## src/rtl/scan_decoder.sv

```systemverilog
// -----------------------------------------------------------------------------
// scan_decoder
//   Registered index with a one-hot decoded output. The index either follows
//   the manual select input or steps automatically through 0..last, advancing
//   once every DIV enabled clock cycles.
//
// Parameters
//   SIZE_IN   index / select width (1..6)
//   SIZE_OUT  decoded output width, always 2**SIZE_IN
//   DIV       enabled clock cycles per scan step (>= 1)
//
// Ports
//   clk   in   clock, rising edge
//   rst   in   asynchronous active-high reset
//   en    in   1 = run, 0 = freeze all state
//   mode  in   0 = manual (idx <= sel), 1 = scan (auto-step)
//   sel   in   manual-mode index
//   last  in   highest scan index
//   out   out  one-hot decode of idx (inverted when the macro below is set)
//   idx   out  registered current index
//   wrap  out  one-cycle pulse after a scan step from last (or above) to 0
//
// Build option
//   SCAN_DECODER_ACTIVE_LOW_EN  when defined, out is the bitwise inverse of
//                               the one-hot decode (only bit idx is 0).
// -----------------------------------------------------------------------------
module scan_decoder #(
  parameter int SIZE_IN  = 3,
  parameter int SIZE_OUT = 2**SIZE_IN,
  parameter int DIV      = 4
) (
  input  logic                clk,
  input  logic                rst,
  input  logic                en,
  input  logic                mode,
  input  logic [SIZE_IN-1:0]  sel,
  input  logic [SIZE_IN-1:0]  last,
  output logic [SIZE_OUT-1:0] out,
  output logic [SIZE_IN-1:0]  idx,
  output logic                wrap
);

  // A one-cycle-per-step divider (DIV = 1) still needs a 1-bit counter that
  // simply stays at 0, which makes tick permanently true.
  localparam int DIV_W = (DIV > 1) ? $clog2(DIV) : 1;

  logic [SIZE_IN-1:0]  r_idx;
  logic [DIV_W-1:0]    r_div;
  logic                r_wrap;
  logic                w_tick;
  logic                w_at_end;
  logic [SIZE_OUT-1:0] w_onehot;

  assign w_tick   = (r_div == DIV_W'(DIV - 1));
  // ">=" rather than "==" so that lowering last below the current index
  // still wraps on the next tick instead of running up to the top.
  assign w_at_end = (r_idx >= last);

  always_ff @(posedge clk or posedge rst) begin
    if (rst) begin
      r_idx  <= '0;
      r_div  <= '0;
      r_wrap <= 1'b0;
    end else if (en) begin
      if (!mode) begin
        r_idx  <= sel;
        r_div  <= '0;
        r_wrap <= 1'b0;
      end else if (w_tick) begin
        r_div  <= '0;
        r_wrap <= w_at_end;
        r_idx  <= w_at_end ? '0 : r_idx + SIZE_IN'(1);
      end else begin
        r_div  <= r_div + DIV_W'(1);
        r_wrap <= 1'b0;
      end
    end else begin
      // Frozen: index and divider hold, but a pending wrap pulse must not
      // stretch across disabled cycles.
      r_wrap <= 1'b0;
    end
  end

  // Decoded from the index register only, so reset forces bit 0
  // immediately through the asynchronous clear of r_idx.
  assign w_onehot = {{(SIZE_OUT-1){1'b0}}, 1'b1} << r_idx;

`ifdef SCAN_DECODER_ACTIVE_LOW_EN
  assign out = ~w_onehot;
`else
  assign out = w_onehot;
`endif

  assign idx  = r_idx;
  assign wrap = r_wrap;

endmodule

```

## config.mk

```make
export PLATFORM = sky130hd
export DESIGN_NAME = scan_decoder
export DESIGN_NICKNAME = d
export VERILOG_FILES = /design/src/rtl/scan_decoder.sv
export SDC_FILE = /design/constraint.sdc
export NUM_CORES = 1
export LEC_CHECK = 0
export CORE_UTILIZATION = 40
export CTS_CLUSTER_DIAMETER = 80
export DETAILED_ROUTE_END_ITERATION = 12
export GPL_TIMING_DRIVEN = 0
export PLACE_DENSITY = 0.76
export SETUP_SLACK_MARGIN = 0.02
export SYNTH_ARGS = -nofsm -noshare
export SYNTH_HDL_FRONTEND = slang
export SYNTH_SLANG_ARGS = --single-unit
export TNS_END_PERCENT = 10
```

## constraint.sdc

```tcl
create_clock -name clk -period 3.5 [get_ports clk]
set_input_delay 1.05 -clock clk [delete_from_list [all_inputs] [get_ports clk]]
set_output_delay 1.05 -clock clk [all_outputs]
set_load 0.1 [all_outputs]
```

==> run metrics, run 1 <==
setup ws final 0.184 ns; synth cell count leaders 10 x ha_1, 9 x inv_1, 6 x dfrtp_1; Post-synth top flop dfrtp_1; min-delay worst type reg -> reg; Vias per Instance 4.84; Synth warnings 0; WL final 956 µm; post-CTS sizing 0; post-synthesis sequential area ratio 0.283; fillers 110; Leak 0.355 nW; Final TNS setup 0 ns; pwr dens 621 nW/µm²; worst endpoint required time 2.45 ns; clock-pin slew on the worst setup and hold paths 0.04 ns; crit path time final 3.32 ns; Final Cell Area 763 µm²; Critical Path End Type primary output; Slew Limit Fails 0; most frequent cell after synthesis ha_1; GRT overflow 0; Detailed Place HPWL 823 µm; WL/cell 10.3 µm; all-layer global routing usage 0.178; Final Hold Vio Count 0; worst rel slew slack 0.347; CTS buffer count 3; Std-Cell Rows 12; maximum VDD drop 0.289 mV; initial antenna violation count 0; Synth area leader dfrtp_1; CTS Buffer Depth 2; num ports 22; P&R area growth vs syn 43.9%; syn nets 77; H-tree depth 1; CP Launch Type flop; Cell Area, Synth 531 µm²; drc violations 0; Post-CTS Setup Bufs 0; TritonCTS clock tree yes; Async SR Flop Fraction 1.00; Slew @ Worst Pin 0.977 ns; area share of the largest cell type after synthesis 0.283; Post-DRT Antenna Nets 0; count of input and output buffers 19; gpl congestion 0.736; Post-Place Worst Slack 0.443 ns; cts hold-fix bufs 0; Core Footprint 1170 µm²; register area 150 µm²; Setup violations, final 0; Sink Count 6; Post-synth EDFFs 0; drt pass-1 iters 2; Critical Path Fanout Max 5; clock root buffer clkbuf_4; Seq cells post-synth 6; CP arrival 2.27 ns; Die Area 1480 µm²; Skew-Pair Late Insertion Delay 0.24 ns; Starting Density 0.453; Final period util 0.947; Post-layout nets 101; Design Power 474 µW; vias 450; post-placement cell area 741 µm²; Die Span X 38.4 µm; Syn Area/Cell 9.31 µm²; outcome finished clean; Die Y 38.4 µm; drt initial violations 4; first-pass GRT wire length 1710 µm; vias in the first global route 421; main area contributors after synthesis dfrtp_1 28%, ha_1 24%, inv_1 6.4%; clk_skew 0.00167 ns; # Max-Cap Violations 0; fmax 302 MHz; RSZ-0062 raised after global routing no; multi-input combinational cell area 333 µm²; largest net degree at the start of global routing 12; distinct cell type count after synthesis 21; antenna cells 0; kind of critical path reg -> out; Syn Inst Count 57; share of layout cells above drive strength 1 0.165
## cells by family (layout without fill, tap and decap cells)
group           Yosys count  in the layout  share of synthesized area
simple gates             17             17                      0.229
compound gates           13             13                      0.158
flops                     6              6                      0.283
buf+inv                  11             33                     0.0943
fa+ha+maj                10             10                      0.236
## worst paths after layout
path                       startpoint  endpoint  slack, ns  cells past startpoint
setup / recovery               idx[0]    out[0]       0.18                      4
hold / removal               r_div[1]  r_div[1]       0.54                      2
max in group asynchronous         rst  r_div[1]       2.30                      2
hold reg to reg              r_div[1]  r_div[1]       0.54                      2
min in group asynchronous         rst    idx[2]       1.02                      2
setup reg to reg               idx[2]    idx[0]       2.00                      4
## where the power goes
| group | switching [mW] | internal [mW] | total, mW |
|---|---|---|---|
| Sequential | 0.0189 | 0.0809 | 0.0998 |
| Clock | 0.0222 | 0.0386 | 0.0608 |
| Combinational | 0.228 | 0.0851 | 0.314 |
## placed cells by master, fill, tap and decap left out
cell type	Yosys	final
o21ai_1	2	2
inv_1	9	9
clkbuf_4	0	3
and4_1	1	1
ha_1	10	10
and2_1	3	3
nand2b_4	1	1
clkbuf_2	1	1
and2_4	1	1
nor2b_2	1	2
nand2_1	1	1
dfrtp_1	6	6
nor2b_1	3	2
buf_6	1	1
clkdlybuf4s50_1	0	19
o2111ai_1	3	3
a21oi_2	1	1
a21oi_1	3	3
nor2_1	1	1
o21ai_0	1	1
a31oi_1	3	3
nand2b_2	3	3
nand3_1	2	2
## per-layer routing
metal | track usage | vias to the layer above | share of wire
met5 | 0 | - | 0
met4 | 0.129 | 0 | 0.010
met3 | 0.0349 | 2 | 0.026
met2 | 0.263 | 15 | 0.47
met1 | 0.227 | 193 | 0.49
li1 | - | 240 | -
## registers in the layout (all words and copies together), names as in the netlist
| name | cells |
|---|---|
| idx | 3 |
| r_div | 2 |
| wrap | 1 |
## metrics by stage
step | util | hold WS, ns | cells
after global routing | 0.652 | 0.573 | 93
after detailed placement | 0.632 | 0.539 | 90
final | 0.652 | 0.538 | 93
after global placement | 0.632 | 0.526 | 90
after floorplan | - | 0.491 | 57
after CTS | 0.652 | 0.543 | 93
## final cells by class
| cell class | count | share of cell area |
|---|---|---|
| Tap cell | 14 | 0.0230 |
| Sequential cell | 6 | 0.197 |
| Multi-Input combinational cell | 40 | 0.436 |
| Inverter | 9 | 0.0443 |
| Timing Repair Buffer | 19 | 0.249 |
| Buffer | 2 | 0.0213 |
| Clock buffer | 3 | 0.0295 |
## critical path: stages, from the launching register on
cell and delay (ns):
dfrtp_1 0.42, inv_1 0.15, ha_1 0.17, nor2b_1 0.13
clkdlybuf4s50_1 1.15
No activity file was read; power rests on OpenSTA's default activity.
==> run 2: changes to the inputs <==
--- a/config.mk
+++ b/config.mk
@@ -9,6 +9,7 @@
 export CTS_CLUSTER_DIAMETER = 80
 export DETAILED_ROUTE_END_ITERATION = 12
 export GPL_TIMING_DRIVEN = 0
+export HOLD_SLACK_MARGIN = 0.05
 export PLACE_DENSITY = 0.76
 export SETUP_SLACK_MARGIN = 0.02
 export SYNTH_ARGS = -nofsm -noshare
==> results of run 2 <==
Same layout as run 1: the final DEF is identical, and so are final timing and power.
==> run 3: changes to the inputs <==
==> constraint.sdc (replaced) <==
create_clock -name clk -period 3.9 [get_ports clk]
set_input_delay 1.17 -clock clk [delete_from_list [all_inputs] [get_ports clk]]
set_output_delay 1.17 -clock clk [all_outputs]
set_load 0.1 [all_outputs]
==> run 3 against run 2 <==
Net effect:
- critical path type unchanged
- setup slack improved by 0.27 ns
- clock skew is 0.0023 ns higher
- clock power down 13%
- largest cell class unchanged
==> run metrics, run 3 (synthesis gave the netlist of run 1 again) <==
num ports 22; gpl congestion 0.767; Final TNS setup 0 ns; CTS buffer count 3; Setup violations, final 0; Leak 0.355 nW; Slew @ Worst Pin 0.979 ns; Vias per Instance 4.78; WL/cell 10.5 µm; antenna cells 0; outcome finished clean; WL final 973 µm; CP arrival 2.27 ns; maximum VDD drop 0.310 mV; Critical Path End Type primary output; Crit. Startpoint idx[0]; first-pass GRT wire length 1550 µm; Critical Path Fanout Max 5; Starting Density 0.453; Final period util 0.883; RSZ-0062 raised after global routing no; pwr dens 558 nW/µm²; H-tree depth 1; clock-pin slew on the worst setup and hold paths 0.04 ns; # Max-Cap Violations 0; share of power burned in registers 0.210; initial antenna violation count 0; Die Y 38.4 µm; max FFs per register 3; Die Span X 38.4 µm; Std-Cell Rows 12; RR Startpoint idx[2]; drc violations 0; worst endpoint required time 2.73 ns; drt initial violations 7; P&R area growth vs syn 43.4%; count of input and output buffers 19; largest register by flop count idx; TritonCTS clock tree yes; final core utilization 0.650; vias in the first global route 372; fmax 290 MHz; Core Footprint 1170 µm²; Detailed Place HPWL 751 µm; CTS Buffer Depth 2; all-layer global routing usage 0.156; crit path time final 3.44 ns; largest net degree at the start of global routing 12; clk_skew 0.00394 ns; Internal 183 µW; GRT overflow 0; commonest non-fill, non-tap cell in the layout clkdlybuf4s50_1; worst rel slew slack 0.346; vias 445; min-delay worst type reg -> reg; Net Sw Power 241 µW; power share of the combinational group 0.665; most frequent cells in the layout 19 x clkdlybuf4s50_1, 10 x ha_1, 9 x inv_1; CP Launch Type flop; WHS 0.537 ns; drt pass-1 iters 4; Post-layout nets 101; Post-CTS Setup Bufs 0; cts hold-fix bufs 0; Sink Count 6; share of layout cells above drive strength 1 0.152; Hold Path Origin r_div[1]; Slew Limit Fails 0; Skew-Pair Late Insertion Delay 0.23 ns; clock root buffer clkbuf_4; switching share of power 0.568; Clock power frac 0.125; post-CTS sizing 0; Die Area 1480 µm²; Final Hold Vio Count 0; Post-DRT Antenna Nets 0; kind of critical path reg -> out
-- run 3: power groups by stage --
stage	combinational [mW]	sequential (mW)	clock, mW
after floorplan	0.173	0.137	0
after global placement	0.278	0.0899	0
after detailed placement	0.282	0.0901	0
after CTS	0.284	0.0893	0.0549
after global routing	0.300	0.0916	0.0572
final	0.283	0.0891	0.0530
-- run 3: final cells by class --
class / instances / area (µm²)
buffer: 2 / 16.3
clock buffer: 3 / 22.5
fill: 93 / 410
inverter: 9 / 33.8
multi-input combinational: 40 / 330
sequential: 6 / 150
tap: 14 / 17.5
timing repair buffer: 19 / 190
-- run 3: final timing paths --
| kind | slack, ns | cells past startpoint | to |
|---|---|---|---|
| min in group asynchronous | 1.15 | 2 | r_div[1] |
| max in group asynchronous | 2.57 | 2 | idx[1] |
| setup / recovery | 0.46 | 4 | out[2] |
| setup reg to reg | 2.43 | 4 | wrap |
| hold / removal | 0.54 | 2 | r_div[1] |
| hold reg to reg | 0.54 | 2 | r_div[1] |
-- run 3: metrics by stage --
stage	worst slack, ns	power [mW]	std cells	instance area, µm²
2_1_floorplan	0.109	0.310	57	531
3_3_place_gp	0.730	0.367	90	738
3_5_place_dp	0.717	0.372	90	738
4_1_cts	0.445	0.428	93	761
5_1_grt	0.350	0.449	93	761
6_report	0.455	0.425	93	761
-- run 3: routing by layer --
metal | up-vias | part of all wire | wire [µm] | global-route usage
met4 | 0 | 0 | 0 | 0.0517
met5 | - | 0 | 0 | 0
met3 | 0 | 0.042 | 41 | 0.0174
met2 | 16 | 0.53 | 513 | 0.297
li1 | 239 | - | - | -
met1 | 190 | 0.43 | 418 | 0.178
-- run 3: critical path, cell delays in order, from the launching register on --
cell and delay, ns:
dfrtp_1 0.42, inv_1 0.16, ha_1 0.20, nor2b_1 0.13, clkdlybuf4s50_1 1.13
